--- src/rtl/nibble_serial_adder_pkg.sv ---
// Shared types and constants for the nibble-serial adder.
package nibble_serial_adder_pkg;

  localparam int unsigned NIBBLE_W = 4;

  typedef enum logic [1:0] {
    IDLE,
    RUN,
    DONE
  } state_e;

endpackage

--- src/rtl/cla_nibble.sv ---
// Combinational 4-bit carry-lookahead slice; c3 is the carry into bit 3.
module cla_nibble (
  input  logic [3:0] a,
  input  logic [3:0] b,
  input  logic       ci,
  output logic [3:0] s,
  output logic       co,
  output logic       c3
);

  logic [3:0] g;
  logic [3:0] p;
  logic       c1;
  logic       c2;

  always_comb begin
    g  = a & b;
    p  = a ^ b;
    c1 = g[0] | (p[0] & ci);
    c2 = g[1] | (p[1] & g[0]) | (p[1] & p[0] & ci);
    c3 = g[2] | (p[2] & g[1]) | (p[2] & p[1] & g[0]) | (p[2] & p[1] & p[0] & ci);
    co = g[3] | (p[3] & g[2]) | (p[3] & p[2] & g[1]) | (p[3] & p[2] & p[1] & g[0])
       | (p[3] & p[2] & p[1] & p[0] & ci);
    s  = p ^ {c3, c2, c1, ci};
  end

endmodule

--- src/rtl/nibble_serial_adder.sv ---
// Valid/ready adder that sums WIDTH-bit operands one nibble per cycle through
// a single shared lookahead slice.
module nibble_serial_adder
  import nibble_serial_adder_pkg::*;
#(
  parameter int unsigned WIDTH = 16
) (
  input  logic             clk,
  input  logic             rst,
  input  logic             in_valid,
  output logic             in_ready,
  input  logic [WIDTH-1:0] A,
  input  logic [WIDTH-1:0] B,
  input  logic             Cin,
  output logic             out_valid,
  input  logic             out_ready,
  output logic [WIDTH-1:0] S,
  output logic             Cout,
  output logic             Ovf
);

  localparam int unsigned NumNib = WIDTH / NIBBLE_W;
  localparam int unsigned IdxW   = (NumNib > 1) ? $clog2(NumNib) : 1;
  localparam logic [IdxW-1:0] LastIdx = IdxW'(NumNib - 1);

  state_e state_q, state_d;

  logic [WIDTH-1:0] a_q, b_q, s_q;
  logic [IdxW-1:0]  idx_q;
  logic             carry_q, cout_q, ovf_q;
  logic             load, step, last;
  logic [3:0]       nib_s;
  logic             nib_co, nib_c3;

  assign last = (idx_q == LastIdx);

  cla_nibble u_cla (
    .a  (a_q[idx_q*NIBBLE_W +: NIBBLE_W]),
    .b  (b_q[idx_q*NIBBLE_W +: NIBBLE_W]),
    .ci (carry_q),
    .s  (nib_s),
    .co (nib_co),
    .c3 (nib_c3)
  );

  always_comb begin
    state_d   = state_q;
    in_ready  = 1'b0;
    out_valid = 1'b0;
    load      = 1'b0;
    step      = 1'b0;
    unique case (state_q)
      IDLE: begin
        in_ready = 1'b1;
        if (in_valid) begin
          load    = 1'b1;
          state_d = RUN;
        end
      end
      RUN: begin
        step = 1'b1;
        if (last) state_d = DONE;
      end
      DONE: begin
        out_valid = 1'b1;
        in_ready  = out_ready;
        if (out_ready) begin
          // Output handshake and new input handshake share this cycle.
          if (in_valid) begin
            load    = 1'b1;
            state_d = RUN;
          end else begin
            state_d = IDLE;
          end
        end
      end
      default: state_d = IDLE;
    endcase
  end

  always_ff @(posedge clk) begin
    if (rst) begin
      state_q <= IDLE;
      a_q     <= '0;
      b_q     <= '0;
      s_q     <= '0;
      idx_q   <= '0;
      carry_q <= 1'b0;
      cout_q  <= 1'b0;
      ovf_q   <= 1'b0;
    end else begin
      state_q <= state_d;
      if (load) begin
        a_q     <= A;
        b_q     <= B;
        carry_q <= Cin;
        idx_q   <= '0;
      end else if (step) begin
        s_q[idx_q*NIBBLE_W +: NIBBLE_W] <= nib_s;
        carry_q <= nib_co;
        if (last) begin
          cout_q <= nib_co;
          ovf_q  <= nib_c3 ^ nib_co;
        end else begin
          idx_q <= idx_q + IdxW'(1);
        end
      end
    end
  end

  assign S    = s_q;
  assign Cout = cout_q;
  assign Ovf  = ovf_q;

endmodule

--- config.mk ---
export PLATFORM = sky130hd
export DESIGN_NAME = nibble_serial_adder
export DESIGN_NICKNAME = d
export VERILOG_FILES = /design/src/rtl/nibble_serial_adder_pkg.sv /design/src/rtl/cla_nibble.sv /design/src/rtl/nibble_serial_adder.sv
export SDC_FILE = /design/constraint.sdc
export NUM_CORES = 1
export LEC_CHECK = 0
export CAP_MARGIN = 20
export CORE_UTILIZATION = 56
export CTS_BUF_LIST = sky130_fd_sc_hd__clkbuf_4 sky130_fd_sc_hd__clkbuf_8
export CTS_CLUSTER_SIZE = 12
export DETAILED_ROUTE_END_ITERATION = 6
export HOLD_SLACK_MARGIN = 0.1
export PLACE_DENSITY = 0.88
export SYNTH_ARGS = -nofsm -noshare
export SYNTH_HDL_FRONTEND = slang
export SYNTH_SLANG_ARGS = --single-unit
--- constraint.sdc ---
create_clock -name clk -period 7 [get_ports clk]
set_input_delay 0.7 -clock clk [delete_from_list [all_inputs] [get_ports clk]]
set_output_delay 0.7 -clock clk [all_outputs]
set_load 0.01 [all_outputs]
==> results.json <==
{
  "synthTopCellsByArea": "dfxtp_1 (43%), nand2_1 (10%), a21oi_1 (7.1%), mux4_2 (7.1%), ha_1 (5.4%)",
  "syn_avg_cell_area_um2": 9.072,
  "fin_nets": 377,
  "grt_max_degree": 60,
  "required_ps": 7210,
  "mappedNetlistArea_um2": 2531,
  "vdd_drop_max_mv": 0.1305,
  "port_buffers": 56,
  "layout.cells.non_filler": 381,
  "power.density_nw_per_um2": 206.9,
  "cts_buffer_depth": 2,
  "finalCriticalPeriod_ps": 2914,
  "synth-edff-count": 0,
  "finalPower_mw": 0.6620,
  "worst_slack_ps": 4086,
  "postSynthCellCount": 279,
  "cts_buffers": 5,
  "clkSinkCount": 55,
  "placed_area_um2": 3067,
  "drc": 0,
  "startpoint_type": "register",
  "num_rows": 24,
  "yosys_warnings": 0,
  "worst_pin_slew_ps": 986.2,
  "path_cells": "mux4_2, ha_1, a211oi_1, o21ba_1, xnor2_1, o31ai_1",
  "die_area_um2": 4793,
  "setup_tns_ps": 0,
  "antenna_found_initial": 0,
  "synth_top_area_cell": "dfxtp_1",
  "max-cap-violations": 0,
  "clkSlewWorstSetupHoldPaths_ps": 90,
  "arrival_ps": 3130,
  "crit_type": "reg2reg",
  "start_util_pct": 58.13,
  "ff_latch_area_um2": 1101,
  "skew_ps": 4.425,
  "synth_top_area_share_pct": 43.50,
  "slowest_delay_ps": 900,
  "diodes": 0,
  "cts-root-buf": "clkbuf_8",
  "via_per_inst": 5.551,
  "dp_cells": 372,
  "first_pass_iters": 4,
  "crit_slowest_cell": "dfxtp_1",
  "place_ws_ps": 4111,
  "gp_congestion": 0.7960,
  "die_w_um": 69.23,
  "drive_above_1_share_pct": 8.511,
  "dp_hpwl_mm": 3.754,
  "p_leak_nw": 1.193,
  "final_common_cell": "nand2_1",
  "grt_pass1_wl_mm": 8.990,
  "grt-ovfl-total": 0,
  "ioPinCount": 57,
  "cts_tree": "yes",
  "synth_fp_nets": 328,
  "setup_viol": 0,
  "grt_pass1_vias": 2032,
  "clk_latency_ps": 310,
  "postCtsSetupBuffers": 0,
  "yosysSeqAreaShare_pct": 43.50,
  "ctsResizeCount": 0,
  "die_h_um": 69.23,
  "crit_fanout": 17,
  "slew_headroom_pct": 34.25,
  "syn_to_final_growth_pct": 26.40,
  "hold_path_class": "reg2reg",
  "drv_slew": 0,
  "crit_family": "flip-flops",
  "most-common-layout-cells": "nand2_1 (69), dfxtp_1 (55), clkdlybuf4s50_1 (55)",
  "multiInputGateArea_um2": 1319,
  "hold_viol": 0,
  "num_vias": 2115,
  "wl_mm": 5.230,
  "cts_hold_buf": 0,
  "endpoint_kind": "register",
  "detail_route.wl_per_cell_um": 13.73,
  "htree_levels": 2,
  "ant_nets": 0,
  "final_area_um2": 3199,
  "fmax_mhz": 343.2,
  "ys_types": 44,
  "status": "finished, final reports clean",
  "synth_seq_cells": 55,
  "rsz0062_at_grt": "no",
  "fin_crit_sh_pct": 41.63,
  "n_fill_cell": 312,
  "grt_use_total_pct": 23.13,
  "path_buf_inv": 0,
  "drtIter0Drc": 150,
  "synth-async-reset-ratio_pct": 0,
  "synthFlopType": "dfxtp_1",
  "core_um2": 4354
}
-- report_power, final --
group	total [mW]	internal (mW)	switching, mW	leakage, nW
Sequential	0.341	0.328	0.0137	0.449
Clock	0.215	0.116	0.0992	0.0612
Combinational	0.106	0.0541	0.0517	0.683
-- through the flow --
stage          utilization (%)  hold WS, ps
2_1_floorplan                -        433.1
3_5_place_dp             70.43        444.9
6_report                 73.48        455.3
3_3_place_gp             70.43        439.6
5_1_grt                  73.48        480.7
4_1_cts                  73.13        458.0
-- layer usage --
| layer | vias up | wire, um | part of all wire (%) | GRT usage [%] |
|---|---|---|---|---|
| li1 | 1058 | - | - | - |
| met1 | 976 | 2197 | 42 | 29.15 |
| met2 | 67 | 2707 | 52 | 38.94 |
| met3 | 14 | 211 | 4.0 | 4.942 |
| met4 | 0 | 114 | 2.2 | 8.617 |
| met5 | - | 0 | 0 | 0 |
-- layout make-up --
cell class / instances / share of cell area (%)
Clock buffer: 6 / 2.581
Clock inverter: 2 / 1.095
Inverter: 5 / 0.5866
Multi-Input combinational cell: 203 / 41.22
Sequential cell: 55 / 34.42
Tap cell: 52 / 2.034
Timing Repair Buffer: 58 / 18.07
-- worst min-delay path: stages (launching register included) --
cell and delay [ps]:
dfxtp_1 320, nand2_1 50, a21oi_1 50
-- cell families after synthesis --
| kind of cell | after synthesis | synth area share [%] |
|---|---|---|
| compound gates | 62 | 15.27 |
| flops | 55 | 43.50 |
| buf+inv | 21 | 4.400 |
| simple gates | 117 | 22.05 |
| mux | 9 | 7.513 |
| xor+xnor | 3 | 1.038 |
| fa+ha+maj | 12 | 6.228 |
-- worst paths after layout --
path,from,endpoint,slack (ps),cells after the start
max,idx_q[0]$_SDFFE_PP0P_,S[3]$_SDFFE_PP0P_,4090,6
min,b_q[11]$_SDFFE_PP0P_,b_q[11]$_SDFFE_PP0P_,460,2
max reg2reg,idx_q[0]$_SDFFE_PP0P_,S[3]$_SDFFE_PP0P_,4090,6
min reg2reg,b_q[11]$_SDFFE_PP0P_,b_q[11]$_SDFFE_PP0P_,460,2
-- synth_stat cells, drive strengths merged, types with 4 or more instances --
master   n
nand2   69
dfxtp   55
a21oi   36
nor2    21
ha      11
a22oi    8
buf      8
clkbuf   8
mux4     8
inv      5
nand2b   5
nand3b   5
a32oi    4
-- flip-flops by register name, indices dropped and copies added, names as in the netlist --
register  count
a_q          16
state_q       2
carry_q       1
S            16
Ovf           1
b_q          16
idx_q         2
Cout          1
No activity file was read; power rests on OpenSTA's default activity.
